[src/rtl/ntt_adder_ctrl.sv]
// NTT/INTT butterfly sequencer: walks every stage of a Kyber or Dilithium
// transform, issuing one coefficient-pair read per cycle and replaying the
// read addresses as write-back addresses LAT cycles later.
module ntt_adder_ctrl #(
    parameter int LAT  = 8,
    parameter int NLOG = 8
) (
    input  logic            clk,
    input  logic            rst,
    input  logic            start,
    input  logic            kd_mode,
    input  logic            inv,
    output logic            busy,
    output logic            done,
    output logic            rd_en,
    output logic [NLOG-1:0] rd_addr_a,
    output logic [NLOG-1:0] rd_addr_b,
    output logic [NLOG-1:0] tw_idx,
    output logic            wr_en,
    output logic [NLOG-1:0] wr_addr_a,
    output logic [NLOG-1:0] wr_addr_b,
    output logic            adder_mode,
    output logic [1:0]      sel_a
);

    localparam int HALF = 1 << (NLOG - 1);
    localparam int IW   = NLOG - 1;
    localparam int SW   = $clog2(NLOG + 1);
    localparam int DW   = (LAT > 1) ? $clog2(LAT) : 1;

    localparam logic [IW-1:0] I_LAST   = IW'(HALF - 1);
    localparam logic [DW-1:0] D_LAST   = DW'(LAT - 1);
    localparam logic [SW-1:0] S_LAST_K = SW'(NLOG - 2);
    localparam logic [SW-1:0] S_LAST_D = SW'(NLOG - 1);

    typedef enum logic [1:0] {IDLE, RUN, DRAIN, DONE} state_t;

    state_t          state_q, state_d;
    logic [IW-1:0]   i_q;
    logic [DW-1:0]   dcnt_q;
    logic [SW-1:0]   stg_q;
    logic            kd_q, inv_q;
    logic            last_stage;

    logic [SW-1:0]   ll;
    logic [NLOG-1:0] iw, len, grp, g, j, addr_a;

    logic [LAT-1:0]  vld_p;
    logic [NLOG-1:0] wa_p [LAT];
    logic [NLOG-1:0] wb_p [LAT];

    assign last_stage = (stg_q == (kd_q ? S_LAST_D : S_LAST_K));

    // State register
    always_ff @(posedge clk) begin
        if (rst) state_q <= IDLE;
        else     state_q <= state_d;
    end

    // Next-state logic: RUN for one stage, DRAIN the pipeline, repeat, then DONE
    always_comb begin
        state_d = state_q;
        case (state_q)
            IDLE:    if (start) state_d = RUN;
            RUN:     if (i_q == I_LAST) state_d = DRAIN;
            DRAIN:   if (dcnt_q == D_LAST) state_d = last_stage ? DONE : RUN;
            DONE:    state_d = IDLE;
            default: state_d = IDLE;
        endcase
    end

    // Butterfly, drain and stage counters plus the modes latched at start
    always_ff @(posedge clk) begin
        if (rst) begin
            i_q    <= '0;
            dcnt_q <= '0;
            stg_q  <= '0;
            kd_q   <= 1'b0;
            inv_q  <= 1'b0;
        end else begin
            case (state_q)
                IDLE: begin
                    i_q    <= '0;
                    dcnt_q <= '0;
                    stg_q  <= '0;
                    if (start) begin
                        kd_q  <= kd_mode;
                        inv_q <= inv;
                    end
                end
                RUN:   i_q <= i_q + 1'b1;
                DRAIN: begin
                    if (dcnt_q == D_LAST) begin
                        dcnt_q <= '0;
                        stg_q  <= stg_q + 1'b1;
                    end else begin
                        dcnt_q <= dcnt_q + 1'b1;
                    end
                end
                default: ;
            endcase
        end
    end

    // Read address / twiddle generation; ll is log2 of the current span
    always_comb begin
        ll        = inv_q ? (stg_q + (kd_q ? SW'(0) : SW'(1))) : (S_LAST_D - stg_q);
        iw        = {1'b0, i_q};
        len       = NLOG'(1) << ll;
        grp       = NLOG'(HALF) >> ll;
        g         = iw >> ll;
        j         = iw & (len - NLOG'(1));
        addr_a    = (g << (ll + SW'(1))) | j;
        rd_en     = 1'b0;
        rd_addr_a = '0;
        rd_addr_b = '0;
        tw_idx    = '0;
        if (state_q == RUN) begin
            rd_en     = 1'b1;
            rd_addr_a = addr_a;
            rd_addr_b = addr_a + len;
            tw_idx    = inv_q ? ((grp << 1) - NLOG'(1) - g) : (grp + g);
        end
    end

    // Write-back pipeline: read strobe and addresses delayed by LAT cycles
    always_ff @(posedge clk) begin
        if (rst) begin
            vld_p <= '0;
            for (int k = 0; k < LAT; k++) begin
                wa_p[k] <= '0;
                wb_p[k] <= '0;
            end
        end else begin
            vld_p[0] <= rd_en;
            wa_p[0]  <= rd_addr_a;
            wb_p[0]  <= rd_addr_b;
            for (int k = 1; k < LAT; k++) begin
                vld_p[k] <= vld_p[k-1];
                wa_p[k]  <= wa_p[k-1];
                wb_p[k]  <= wb_p[k-1];
            end
        end
    end

    assign wr_en      = vld_p[LAT-1];
    assign wr_addr_a  = wa_p[LAT-1];
    assign wr_addr_b  = wb_p[LAT-1];
    assign busy       = (state_q != IDLE);
    assign done       = (state_q == DONE);
    assign adder_mode = busy & kd_q;
    assign sel_a      = (busy && !kd_q && inv_q) ? 2'b10 : 2'b00;

endmodule

[config.mk]
export PLATFORM = sky130hd
export DESIGN_NAME = ntt_adder_ctrl
export DESIGN_NICKNAME = d
export VERILOG_FILES = /design/src/rtl/ntt_adder_ctrl.sv
export SDC_FILE = /design/constraint.sdc
export NUM_CORES = 1
export LEC_CHECK = 0
export CORE_ASPECT_RATIO = 1.5
export CORE_UTILIZATION = 55
export CTS_BUF_LIST = sky130_fd_sc_hd__clkbuf_2 sky130_fd_sc_hd__clkbuf_4 sky130_fd_sc_hd__clkbuf_8
export DETAILED_ROUTE_END_ITERATION = 10
export HOLD_SLACK_MARGIN = 0.05
export PLACE_DENSITY = 0.84
export SYNTH_ARGS = -nofsm -noshare
export SYNTH_HDL_FRONTEND = slang
export SYNTH_SLANG_ARGS = --single-unit
export TNS_END_PERCENT = 100
[constraint.sdc]
create_clock -name clk -period 7.15 [get_ports clk]
set_clock_uncertainty 0.15 [all_clocks]
set_input_delay 1.7875 -clock clk [delete_from_list [all_inputs] [get_ports clk]]
set_output_delay 1.7875 -clock clk [all_outputs]
set_load 0.1 [all_outputs]
Word-level counts from Yosys, hierarchy flattened
Memories as Yosys holds them, arrays and structs flattened. Cells that the tools add are included.

Bits in registers: 26. Bits in writable memories: 128. Input port bits: 5. Output and inout bits: 47. Word-level logic and storage cells: 100. Memories kept: 2.

Add/subtract/negate cells: 11. Eq/ne operators: 9. Shifts and indexed selects: 4. Mux-type cells: 38. Bitwise logic cells: 19. Reductions and logical operators: 10.

Memories: wa_p (depth 8, bits a word 8, read ports 8, clocked after Yosys merged registers in 0, write ports 8, line 49) `logic [NLOG-1:0] wa_p [LAT];`; wb_p (depth 8, bits a word 8, read ports 8, clocked after Yosys merged registers in 0, write ports 8, line 50) `logic [NLOG-1:0] wb_p [LAT];`.

Operator list (number): $mux W8 (20); $add A8 B8 Y8 (2); $or A1 B1 Y1 (16); $sub A8 B1 Y8 const B (2); $pmux W7 S2 (1); $mux W2 (5); $add A4 B1 Y4 const B (2); $and A7 B8 Y8 (1); $mux W4 (2); $or A8 B8 Y8 (1); $pmux W2 S4 (1); $pmux W4 S2 (1); $shl A1 B4 Y8 const A (1); $shl A8 B4 Y8 (1); $shr A7 B4 Y8 (1); $shr A8 B4 Y8 const A (1); $sub A8 B8 Y8 (1); $add A7 B1 Y7 const B (1); $eq A7 B7 Y1 const B (1); $mux W1 (6); $ne A2 B2 Y1 const B (3); $pmux W3 S2 (1); $reduce_bool A2 Y1 (3); $add A4 B1 Y4 (1); other kinds (13) (16).

Logic depth before layout (Yosys ltp)
Depth after elaboration: 10. Mapped depth: 21. Mapped depth without buffers: 21.

Least setup slack after synthesis
Ideal clock, no wire load.

Path kind: reg-to-output. Start point: register stg_q[0]. End point: output rd_addr_b[7]. Arrival time: 5059 ps. Data required time: 5213 ps. Path slack: 154 ps. Stages on the path, launching flop included: 19. Buffers on the path: 1. Cell sequence: dfxtp_1 -> ha_1 -> ha_1 -> nand2b_1 -> o22a_1 -> nand2_1 -> buf_2 -> nand3_1 -> ha_1 -> o32a_1 -> inv_1 -> ha_1 -> a21o_1 -> a211oi_1 -> nor2_1 -> o41ai_1 -> xor2_1 -> nand2_1 -> o21ai_1.

Longest elaborated chain between the ends: 8. Elaborated cells between the ends (all ways): 12. Classes of those cells: 5 x add/sub; 3 x shift; 2 x mux; 2 x bitwise.

RTL lines: from (decl) (line 41) `logic [SW-1:0] stg_q;`; from (signal assigned) (line 95) `stg_q <= stg_q + 1'b1;`; $sub A3 B4 Y4 or $add A4 B1 Y4 (tied branches) (line 107) `ll = inv_q ? (stg_q + (kd_q ? SW'(0) : SW'(1))) : (S_LAST_D - stg_q);`; $mux W4 (*) (line 107); $shl A1 B4 Y8 (line 109) `len = NLOG'(1) << ll;`; $sub A8 B1 Y8 (line 112) `j = iw & (len - NLOG'(1));`; $and A7 B8 Y8 (line 112); $or A8 B8 Y8 (line 113) `addr_a = (g << (ll + SW'(1))) | j;`; $add A8 B8 Y8 (*) (line 121) `rd_addr_b = addr_a + len;`; $mux W8 (*) (line 118) `if (state_q == RUN) begin`; to (decl) (line 17) `output logic [NLOG-1:0] rd_addr_b,`.

Every way passes the cells marked *; elsewhere a longest branch is shown, timed or not.

Worst setup path in the final report
Start point: register kd_q. End point: output rd_addr_b[7].

Longest elaborated chain between the ends: 9. Elaborated cells between the ends (all ways): 12. Classes of those cells: 4 x add/sub; 3 x shift; 3 x mux; 2 x bitwise.

RTL lines: from (decl) (line 42) `logic kd_q, inv_q;`; from (signal assigned) (line 87) `kd_q <= kd_mode;`; $mux W1 (*) (line 107); $add A4 B1 Y4 (*) (line 107); $mux W4 (*) (line 107); $shl A1 B4 Y8 (line 109); $sub A8 B1 Y8 (line 112); $and A7 B8 Y8 (line 112); $or A8 B8 Y8 (line 113); $add A8 B8 Y8 (*) (line 121); $mux W8 (*) (line 118).

Marked as above.

==> out/results.tsv <==
metric	value	unit
clock.fmax	148	MHz
pwr-share-seq	0.494	
routed_wl	14.8	mm
tightest_slew	1.06	ns
ys_warn_count	0	
comb_power_share	0.092	
core-area	0.0116	mm²
ff2ff_setup_slack	2.74	ns
finalSetupViolations	0	
tns	0	ns
power_leakage	3.13	nW
endpoint	rd_addr_b[7]	
cp_max_fo	7	
dp_slack	0.588	ns
grt_start_max_net_pins	120	
arrival	4.81	ns
clockBufferDepth	2	
ys_top_cells_by_area	dfxtp_1 47%, nor2b_1 13%, ha_1 4.9%	
avgSynthCellArea	9.27	µm²
fin_crit_sh	0.944	
clkTransAtPathRegs	0.09	ns
synth_top_area_frac	0.469	
cp-end-kind	output port	
synth_common_cells	154 x dfxtp_1, 136 x nor2b_1, 55 x nor2_1	
io_pins	52	
gp_congestion	0.915	
hold_buffers	0	
vias_per_cell	5.39	
tritoncts	done	
wl_met2	8.23	mm
fin_ws	0.404	ns
yosys.cell_count.top_type	dfxtp_1	
worst-setup-path-type	flip-flop to output port	
vias	4844	
netlist_instances	709	
ys_types	65	
grt_setup_unrepaired	no	
min_period	6.75	ns
crit_slowest_cell	dfxtp_1	
relSlewSlack	0.296	
first_iter_violations	192	
port_buffers	50	
rr_startpoint	kd_q	
drc	0	
syn_nets	743	
cp-start-kind	flip-flop	
grt_remaining_overflow	0	
htreeDepth	4	
synth_top_area_cell	dfxtp_1	
ctsRootBufferMaster	clkbuf_8	
wl_met3	465	µm
antenna_found_initial	0	
wire_per_inst	16.5	µm
hold_class	flip-flop to flip-flop	
synth.cell_area	0.00657	mm²
cp_cell_sequence	inv_1 > ha_1 > ha_1 > nand2b_1 > xnor2_2 > inv_2 > and3_1 > o21ai_1 > a32oi_1 > a22oi_1 > inv_1 > ha_1 > o21ai_0 > nor2_1 > o41ai_1 > xor2_1 > nand2_1 > o21ai_1 > buf_12	
slowest_delay	0.36	ns
antenna_left	0	
drive_gt1_frac	0.130	
status	completed	
yosysSeqAreaShare	0.469	
grt_use_total	0.250	
diodes	0	
ys_seq_elements	154	
sw_frac_of_total	0.261	
fin_nets	771	
slew_viol_final	0	
r2r-end	wb_p[0][6]	
dieArea	0.0124	mm²
power.share.clock	0.414	
async_reset_ff_frac	0	
worstSetupStartpoint	kd_q	
cts_buffers	17	
insertion_delay	0.44	ns
synth_edf_count	0	
finalHoldViolCount	0	
rows	48	
r2r_cells	19	
synth_ff_type	dfxtp_1	
grt_pass1_wl	23.5	mm
n_fill_cell	961	
p_int	1.30	mW
wl_met1	5.56	mm
die_w	91.3	µm
initial_core_util	0.567	
ir_drop	0.000105	V
first_pass_iters	5	
cts.sink_count	154	
p_per_area	234	mW/mm²
die_y	136	µm
top_layer	met4	
critPathRequiredTime	5.21	ns
dpl.hpwl	11.0	mm
area_delta_synth_final	14.0	%
crit_top_cell	ha_1	
p_switching	0.458	mW
maxCapViolations	0	
grt_pass1_vias	4798	
==> layout make-up <==
type	instances	area, µm²	area share
inverters	31	116	0.0155
multi-input cells	471	3110	0.415
clock inverters	14	209	0.0279
clock buffers	17	234	0.0312
repair buffers	62	548	0.0732
well taps	150	188	0.0251
flip-flops and latches	154	3080	0.412
==> metal layers <==
layer / up-vias / GRT usage
li1: 2394 / -
met1: 2285 / 0.240
met2: 128 / 0.492
met3: 37 / 0.0537
met4: 0 / 0.133
met5: - / 0
==> power groups by stage <==
| stage | Clock, mW | Sequential [mW] | Combinational (mW) |
|---|---|---|---|
| 3_3_place_gp | 0 | 0.887 | 0.156 |
| 3_5_place_dp | 0 | 0.887 | 0.158 |
| 5_1_grt | 0.774 | 0.868 | 0.172 |
| 6_report | 0.726 | 0.867 | 0.161 |
| 2_1_floorplan | 0 | 0.884 | 0.123 |
| 4_1_cts | 0.739 | 0.867 | 0.159 |
==> critical path: cells and delay by family (launching register included) <==
kind                     cells  cell delay (ns)
flip-flops                   1             0.36
adder cells (fa/ha/maj)      3             0.83
XOR/XNOR                     2             0.62
AND/OR/NAND/NOR              4             0.62
AO/OA/AOI/OAI                6             1.46
buffers and inverters        4             0.48
==> placed cells by master (no fill, tap or decap), types with 6 or more instances in the layout <==
| master | synthesis | final |
|---|---|---|
| o21ai_1 | 9 | 8 |
| nand2b_1 | 6 | 6 |
| inv_1 | 28 | 28 |
| a21o_1 | 8 | 8 |
| nor2b_1 | 136 | 136 |
| a21oi_1 | 34 | 34 |
| clkbuf_8 | 0 | 17 |
| o21ai_0 | 17 | 17 |
| nand3_1 | 23 | 23 |
| buf_4 | 19 | 33 |
| clkdlybuf4s50_1 | 0 | 28 |
| nand2_1 | 31 | 30 |
| ha_1 | 26 | 25 |
| nor2_1 | 55 | 55 |
| nor3_1 | 11 | 11 |
| and2_1 | 9 | 9 |
| and3_1 | 7 | 7 |
| a22oi_1 | 6 | 6 |
| dfxtp_1 | 154 | 153 |
| xor2_1 | 12 | 12 |
==> metrics by stage <==
step	total power, mW	area [µm²]	hold WS (ns)	util	std cells
finish	1.75	7490	0.286	0.646	899
global route	1.81	7490	0.303	0.646	899
CTS	1.77	7440	0.286	0.642	897
detailed placement	1.04	6990	0.273	0.603	866
global placement	1.04	6990	0.266	0.603	866
floorplan	1.01	6570	0.264	-	709
==> cells by family after synthesis <==
family,after synthesis,share of synthesized area
muxes,4,0.00609
AOI/OAI and AO/OA,117,0.123
and+or+nand+nor,302,0.254
adders and majority gates,29,0.0586
xor gates and xnor gates,18,0.0251
DFF,154,0.469
other,1,0.000570
buffers and inverters,84,0.0636
==> worst min-delay path by stage <==
stage	to	slack (ns)	startpoint	cells past startpoint
after floorplan	vld_p[1]	0.26	vld_p[0]	1
after global placement	wb_p[0][10]	0.27	wb_p[0][2]	1
after detailed placement	wb_p[1][16]	0.27	wb_p[1][8]	1
after CTS	wb_p[1][18]	0.29	wb_p[1][10]	1
after global routing	wb_p[1][0]	0.30	wb_p[0][24]	1
final	vld_p[4]	0.29	vld_p[3]	1
==> flip-flops by register name (all words and copies together) (netlist names) <==
signal / count
state_q: 2
wb_p: 64
wa_p: 64
inv_q: 1
dcnt_q: 3
i_q: 7
kd_q: 1
vld_p: 8
stg_q: 4
==> repair_timing <==
item / CTS / global route
endpoints found under the setup margin: 0 / 2
buffers inserted: 0 / 2
resized for setup: 0 / 8
(Power assumes the default switching activity.)
